===== config.mk =====
export PLATFORM = sky130hd
export DESIGN_NAME = rcv_token_decode
export DESIGN_NICKNAME = d
export VERILOG_FILES = /design/src/rtl/usb_pkg.sv /design/src/rtl/crc5_byte_step.sv /design/src/rtl/rcv_token_decode.sv
export SDC_FILE = /design/constraint.sdc
export NUM_CORES = 1
export LEC_CHECK = 0
export BUFFER_PORTS_ARGS = -buffer_cell sky130_fd_sc_hd__buf_2
export CAP_MARGIN = 40
export CORE_MARGIN = 8
export CORE_UTILIZATION = 37
export DETAILED_ROUTE_END_ITERATION = 10
export SETUP_SLACK_MARGIN = 0.5
export SLEW_MARGIN = 20
export SYNTH_ARGS = -nofsm -noshare
export SYNTH_HDL_FRONTEND = slang
export SYNTH_HIERARCHICAL = 1
export SYNTH_SLANG_ARGS = --single-unit

===== constraint.sdc =====
create_clock -name clk -period 3.35 [get_ports clk]
set_clock_uncertainty 0.15 [all_clocks]
set_input_delay 0.335 -clock clk [delete_from_list [all_inputs] [get_ports clk]]
set_output_delay 0.335 -clock clk [all_outputs]
set_load 0.05 [all_outputs]

===== src/rtl/usb_pkg.sv =====
// usb_pkg: shared constants and types for the USB token receive path.
//   - 4-bit PID codes for the token PIDs (OUT, IN, SOF, SETUP)
//   - CRC5 seed, polynomial and good-packet residual
//   - token decoder FSM state type and token_err reason codes
package usb_pkg;

  localparam logic [3:0] PID_OUT   = 4'b0001;
  localparam logic [3:0] PID_IN    = 4'b1001;
  localparam logic [3:0] PID_SOF   = 4'b0101;
  localparam logic [3:0] PID_SETUP = 4'b1101;

  localparam logic [4:0] CRC5_INIT     = 5'b11111;
  localparam logic [4:0] CRC5_POLY     = 5'b00101;
  localparam logic [4:0] CRC5_RESIDUAL = 5'b01100;

  typedef enum logic [2:0] {
    ST_IDLE     = 3'd0,
    ST_PID      = 3'd1,
    ST_BYTE1    = 3'd2,
    ST_BYTE2    = 3'd3,
    ST_WAIT_EOP = 3'd4,
    ST_DISCARD  = 3'd5
  } tok_state_t;

  typedef enum logic [1:0] {
    ERR_NONE = 2'b00,
    ERR_PID  = 2'b01,
    ERR_CRC  = 2'b10,
    ERR_LEN  = 2'b11
  } tok_err_t;

  function automatic logic is_token_pid(input logic [3:0] pid);
    return (pid == PID_OUT) || (pid == PID_IN) ||
           (pid == PID_SOF) || (pid == PID_SETUP);
  endfunction

endpackage


===== src/rtl/crc5_byte_step.sv =====
// crc5_byte_step: combinational CRC5 advance by one byte.
// Bits are consumed LSB first, matching USB wire order.
// Ports:
//   i_crc  [4:0]  current CRC5 register
//   i_data [7:0]  byte to fold in
//   o_crc  [4:0]  CRC5 register after all eight bits
module crc5_byte_step
  import usb_pkg::*;
(
  input  logic [4:0] i_crc,
  input  logic [7:0] i_data,
  output logic [4:0] o_crc
);

  always_comb begin
    logic [4:0] w_c;
    logic       w_fb;
    w_c  = i_crc;
    w_fb = 1'b0;
    for (int k = 0; k < 8; k++) begin
      w_fb = i_data[k] ^ w_c[4];
      w_c  = {w_c[3:0], 1'b0} ^ (w_fb ? CRC5_POLY : 5'b00000);
    end
    o_crc = w_c;
  end

endmodule


===== src/rtl/rcv_token_decode.sv =====
// rcv_token_decode: decodes USB token packets (OUT/IN/SOF/SETUP) from the
// byte stream of the receiver, checks PID and CRC5, and reports the token
// fields or a rejection reason one cycle after end-of-packet.
//
// Build option: define TOKEN_ADDR_FILTER_EN to drop non-SOF tokens whose
// address differs from dev_addr. Without it dev_addr is ignored.
//
// Ports:
//   clk, n_rst              clock, synchronous active-low reset
//   rcv_data[7:0]           received byte, qualified by byte_valid
//   byte_valid, eop         single-cycle strobes from the receiver
//   rcv_abort               receiver error, abandons the packet silently
//   dev_addr[6:0]           device address (filter build only)
//   token_pid/addr/endp     fields of the last accepted token
//   token_valid, token_err  one-cycle result pulses
//   err_code[1:0]           rejection reason alongside token_err
//
// state     | meaning
// IDLE      | waiting for a PID byte
// PID       | token PID accepted, waiting for field byte 1
// BYTE1     | field byte 1 held, waiting for field byte 2
// BYTE2     | not entered; decodes like BYTE1 on eop, returns to IDLE on bytes
// WAIT_EOP  | 16-bit field complete, waiting for eop
// DISCARD   | packet rejected or not a token, waiting for eop
module rcv_token_decode
  import usb_pkg::*;
(
  input  logic       clk,
  input  logic       n_rst,
  input  logic [7:0] rcv_data,
  input  logic       byte_valid,
  input  logic       eop,
  input  logic       rcv_abort,
  input  logic [6:0] dev_addr,
  output logic [3:0] token_pid,
  output logic [6:0] token_addr,
  output logic [3:0] token_endp,
  output logic       token_valid,
  output logic       token_err,
  output logic [1:0] err_code
);

  tok_state_t r_state;
  logic [4:0] r_crc;
  logic [3:0] r_pid;
  logic [7:0] r_byte1;
  logic [2:0] r_endp_hi;
  tok_err_t   r_code;

  logic [3:0] r_token_pid;
  logic [6:0] r_token_addr;
  logic [3:0] r_token_endp;
  logic       r_token_valid;
  logic       r_token_err;
  logic [1:0] r_err_code;

  logic [4:0] w_crc_step;

  crc5_byte_step u_crc5 (
    .i_crc  (r_crc),
    .i_data (rcv_data),
    .o_crc  (w_crc_step)
  );

  // Stage 1: effect of byte_valid on the current state.
  tok_state_t w_st_b;
  logic [4:0] w_crc_b;
  logic [3:0] w_pid_b;
  logic [7:0] w_b1_b;
  logic [2:0] w_endp_hi_b;
  tok_err_t   w_code_b;
  logic       w_pid_ok;

  assign w_pid_ok = (rcv_data[7:4] == ~rcv_data[3:0]);

  always_comb begin
    w_st_b      = r_state;
    w_crc_b     = r_crc;
    w_pid_b     = r_pid;
    w_b1_b      = r_byte1;
    w_endp_hi_b = r_endp_hi;
    w_code_b    = r_code;
    if (byte_valid) begin
      case (r_state)
        ST_IDLE: begin
          w_crc_b = CRC5_INIT;
          if (!w_pid_ok) begin
            w_st_b   = ST_DISCARD;
            w_code_b = ERR_PID;
          end else if (!is_token_pid(rcv_data[3:0])) begin
            w_st_b   = ST_DISCARD;
            w_code_b = ERR_NONE;
          end else begin
            w_st_b   = ST_PID;
            w_pid_b  = rcv_data[3:0];
            w_code_b = ERR_NONE;
          end
        end
        ST_PID: begin
          w_st_b  = ST_BYTE1;
          w_b1_b  = rcv_data;
          w_crc_b = w_crc_step;
        end
        ST_BYTE1: begin
          w_st_b      = ST_WAIT_EOP;
          w_endp_hi_b = rcv_data[2:0];
          w_crc_b     = w_crc_step;
        end
        ST_WAIT_EOP: begin
          w_st_b   = ST_DISCARD;
          w_code_b = ERR_LEN;
        end
        ST_DISCARD: ;
        default: w_st_b = ST_IDLE;
      endcase
    end
  end

  // Address filter on the field as it stands after this cycle's byte.
  logic w_accept;
`ifdef TOKEN_ADDR_FILTER_EN
  assign w_accept = (w_pid_b == PID_SOF) || (w_b1_b[6:0] == dev_addr);
`else
  logic w_unused_dev_addr;
  assign w_unused_dev_addr = ^dev_addr;
  assign w_accept = 1'b1;
`endif

  // Stage 2: eop applied to the state that stage 1 produced.
  tok_state_t w_st_n;
  logic       w_valid_n;
  logic       w_err_n;
  logic [1:0] w_code_n;

  always_comb begin
    w_st_n    = w_st_b;
    w_valid_n = 1'b0;
    w_err_n   = 1'b0;
    w_code_n  = ERR_NONE;
    if (eop) begin
      case (w_st_b)
        ST_PID, ST_BYTE1, ST_BYTE2: begin
          w_st_n   = ST_IDLE;
          w_err_n  = 1'b1;
          w_code_n = ERR_LEN;
        end
        ST_WAIT_EOP: begin
          w_st_n = ST_IDLE;
          if (w_crc_b != CRC5_RESIDUAL) begin
            w_err_n  = 1'b1;
            w_code_n = ERR_CRC;
          end else if (w_accept) begin
            w_valid_n = 1'b1;
          end
        end
        ST_DISCARD: begin
          w_st_n = ST_IDLE;
          if (w_code_b != ERR_NONE) begin
            w_err_n  = 1'b1;
            w_code_n = w_code_b;
          end
        end
        default: ;
      endcase
    end
  end

  always_ff @(posedge clk) begin
    if (!n_rst) begin
      r_state       <= ST_IDLE;
      r_crc         <= CRC5_INIT;
      r_pid         <= 4'd0;
      r_byte1       <= 8'd0;
      r_endp_hi     <= 3'd0;
      r_code        <= ERR_NONE;
      r_token_pid   <= 4'd0;
      r_token_addr  <= 7'd0;
      r_token_endp  <= 4'd0;
      r_token_valid <= 1'b0;
      r_token_err   <= 1'b0;
      r_err_code    <= 2'b00;
    end else if (rcv_abort) begin
      r_state       <= ST_IDLE;
      r_crc         <= CRC5_INIT;
      r_code        <= ERR_NONE;
      r_token_valid <= 1'b0;
      r_token_err   <= 1'b0;
      r_err_code    <= 2'b00;
    end else begin
      r_state       <= w_st_n;
      r_crc         <= (w_st_n == ST_IDLE) ? CRC5_INIT : w_crc_b;
      r_pid         <= w_pid_b;
      r_byte1       <= w_b1_b;
      r_endp_hi     <= w_endp_hi_b;
      r_code        <= (w_st_n == ST_IDLE) ? ERR_NONE : w_code_b;
      r_token_valid <= w_valid_n;
      r_token_err   <= w_err_n;
      r_err_code    <= w_code_n;
      if (w_valid_n) begin
        r_token_pid  <= w_pid_b;
        r_token_addr <= w_b1_b[6:0];
        r_token_endp <= {w_endp_hi_b, w_b1_b[7]};
      end
    end
  end

  assign token_pid   = r_token_pid;
  assign token_addr  = r_token_addr;
  assign token_endp  = r_token_endp;
  assign token_valid = r_token_valid;
  assign token_err   = r_token_err;
  assign err_code    = r_err_code;

endmodule

==> impl_summary.log <==
[metrics] count of buffering cells on the critical path with inverters included: 0
[metrics] vias in the first global route: around 1800
[metrics] clock slew at reported path FFs: 90 ps
[metrics] die width: 97.19 um
[metrics] commonest cells in the synthesized netlist: 44 x dfxtp_1, 36 x nand2_1, 29 x mux2i_1
[metrics] Fmax: 0.3934 GHz
[metrics] share of layout cells above drive strength 1: 0.2607
[metrics] top-area cell type share of the netlist area: 0.3612
[metrics] primary flip-flop cell chosen by synthesis mapping: dfxtp_1
[metrics] type of origin of the critical path: flop
[metrics] Largest delay share family, worst path: XOR/XNOR gates
[metrics] number of library cell types mapped by synthesis: 54
[metrics] Hold-fix buffers, CTS: 0
[metrics] initial standard-cell utilization of the core: 0.3840
[metrics] wirelength, routed: 5.176 mm
[metrics] power per standard cell area: about 400 nW/um2
[metrics] run status: complete, no violations
[metrics] total power after layout: 1.095 mW
[metrics] total iterations of the first detailed-routing run: 4
[metrics] CTS tree: built
[metrics] placeable core region: 6350 um2
[metrics] first-pass GRT wire length: 8.707 mm
[metrics] slowest stage cell, crit path: or3_1
[metrics] total negative setup slack: 0 ps
[metrics] die height: 97.19 um
[metrics] final-report max-slew violation count: 0
[metrics] number of placed instances, taps included: 349
[metrics] Syn Area/Cell: ~9.6 um2
[metrics] Worst path max stage delay: 410 ps
[metrics] Syn Inst Count: roughly 250
[metrics] largest net degree at the start of global routing: 48
[metrics] I/O pin cnt: 39
[metrics] CTS max path bufs: 2
[metrics] Worst IR Drop VDD: 224.1 uV
[metrics] met2 capacity usage during global routing: 0.1745
[metrics] total cell area at the placement stage: between 2000 and 3000 um2
[metrics] Final setup violation count: 0
[metrics] count of endpoints failing hold in the final timing report: 0
[metrics] global routing met3 resource utilization: 0.02560
[metrics] clock period minus final worst setup slack: roughly 2500 ps
[metrics] flip-flop and latch count after synthesis: 44
[metrics] Final period util: 0.7589
[metrics] Hold WS: 226.8 ps
[metrics] Post-CTS Resized: 0
[metrics] largest fanout on the critical path: 15
[metrics] busiest layer in global routing: met2
[metrics] number of nets with antenna violations after detailed routing: 0
[metrics] Worst setup EP type: flop
[metrics] required time of the critical path: 3430 ps
[metrics] sequential cell area fraction in the yosys report: 0.3612
[metrics] Setup Buffers After CTS: 0
[metrics] critical path type: flop to flop
[metrics] final weighted congestion in routability-driven placement: 0.8448
[metrics] non-filler instance count after layout: about 360
[metrics] post-route core utilization: 0.4264
[metrics] R2R setup slack: between 800 and 900 ps
[metrics] finished layout cell area: 2708 um2
[metrics] number of maximum-capacitance constraint violations: 0
[metrics] H-tree Lvls: 2
[metrics] Sink Count: 44
[metrics] number of antenna violations at the first check in global routing: 0
[metrics] most area-consuming cells after synthesis: dfxtp_1 36%, mux2i_1 12%, nand2_1 5.5%
[metrics] area enclosed by the die boundary: 9445 um2
[metrics] Cell Area, Synth: 2439 um2
[metrics] data arrival time of the worst path: 2620 ps
[metrics] Post-DP HPWL: 3.666 mm
[metrics] RSZ-0062 raised after global routing: no
[metrics] final critical-path setup slack: roughly 810 ps
[metrics] final antenna diode count: 0
[metrics] Hold/Removal Path Class: primary input to flop
[metrics] total congestion overflow: 0
[metrics] area of the multi-input gates: 1424 um2
[metrics] worst-skew pair later-pin latency: 300 ps
[metrics] total track usage: 0.1097
[metrics] cell-by-cell listing of the critical path: xor2_2 -> xnor2_1 -> xor3_1 -> or3_1 -> o221ai_2 -> or4_4 -> mux2i_1
[metrics] area added between synthesis and finish: 11.03%
[metrics] number of buffers inserted by port buffering: 31
[metrics] synth warn: 6
[metrics] routed wire length per instance: 14.50 um
[metrics] worst-margin pin slew: just under 800 ps
[metrics] Iteration-0 DRC Markers: roughly 110
[metrics] post-detailed-route via-to-cell ratio: approximately 5
[metrics] leakage power: 1.118 nW
[metrics] DRC violations left: 0
[metrics] Std-Cell Rows: 29
[metrics] via count of the routed design: 1825
[metrics] number of fillers in the final layout: 626
[metrics] pre-CTS setup slack: 630.3 ps
[metrics] leading cell type by number of instances after synthesis: dfxtp_1
[metrics] post-synthesis async set-or-reset flop share: 0
[metrics] CTS Buf Count: 5
[metrics] Layout Nets: 299
[metrics] met1 layer usage reported by global route: 0.1391
[metrics] flip-flop and latch area: between 800 and 900 um2
[metrics] relative slew slack: 0.4793
[metrics] total nets after synthesis: 273
[metrics] number of enable-type register cells in the synthesized netlist: 0
[metrics] area leader, netlist: dfxtp_1
[metrics] root buffer selected by CTS: clkbuf_8
-- placed cells by master (no fill, tap or decap), drive strengths merged, types with 2 or more instances in the layout --
cell type / count
nor2b: 16
dfxtp: 44
nand2b: 2
a31oi: 2
buf: 33
inv: 4
nor3b: 3
nor4b: 2
a21o: 2
xnor2: 16
and3: 3
nor4: 3
o221ai: 3
xor2: 4
a21boi: 2
nor2: 10
a21oi: 12
nand2: 36
mux2i: 29
o21ai: 10
mux2: 11
clkbuf: 6
or3: 2
and3b: 2
nor3: 5
-- layout make-up --
type / count / share of cell area
well taps: 77 / 0.03558
multi-input cells: 191 / 0.5259
clock buffers: 6 / 0.03050
inverters: 4 / 0.005545
clock inverters: 2 / 0.01433
flip-flops and latches: 44 / 0.3253
repair buffers: 33 / 0.06285
-- per-layer routing --
| metal | share of wire | vias to the layer above |
|---|---|---|
| met2 | 0.46 | 34 |
| met5 | 0 | - |
| met4 | 0.014 | 0 |
| met3 | 0.037 | 5 |
| met1 | 0.49 | 857 |
| li1 | - | 929 |
-- where the power goes --
part           switching, mW  internal [mW]
Clock                  0.190          0.244
Sequential           0.00582          0.526
Combinational         0.0755         0.0532
Total                  0.271          0.824
-- cells by family after synthesis --
group,synth area share
xor+xnor,0.08774
compound gates,0.1170
mux,0.1698
simple gates,0.2093
buf+inv,0.05490
flops,0.3612
-- registers in the layout, indices dropped and copies added, names as in the netlist, 2 cells and up --
signal,count
r_endp_hi,3
r_code,2
err_code,2
r_pid,4
r_crc,5
r_state,3
token_pid,4
token_endp,4
token_addr,7
r_byte1,8
-- tightest hold or removal path, delay by kind of cell --
family / cells / cell delay (ps)
and+or+nand+nor: 1 / 100
buffers and inverters: 1 / 130
muxes: 1 / 80
-- worst paths after layout --
check / startpoint / end / depth (start not counted)
setup reg to reg: r_crc[3] / token_endp[0] / 7
setup / recovery: r_crc[3] / token_endp[0] / 7
hold reg to reg: r_pid[1] / r_pid[1] / 2
hold / removal: rcv_data[4] / r_byte1[4] / 3
Power figures use the tool's default switching activity.
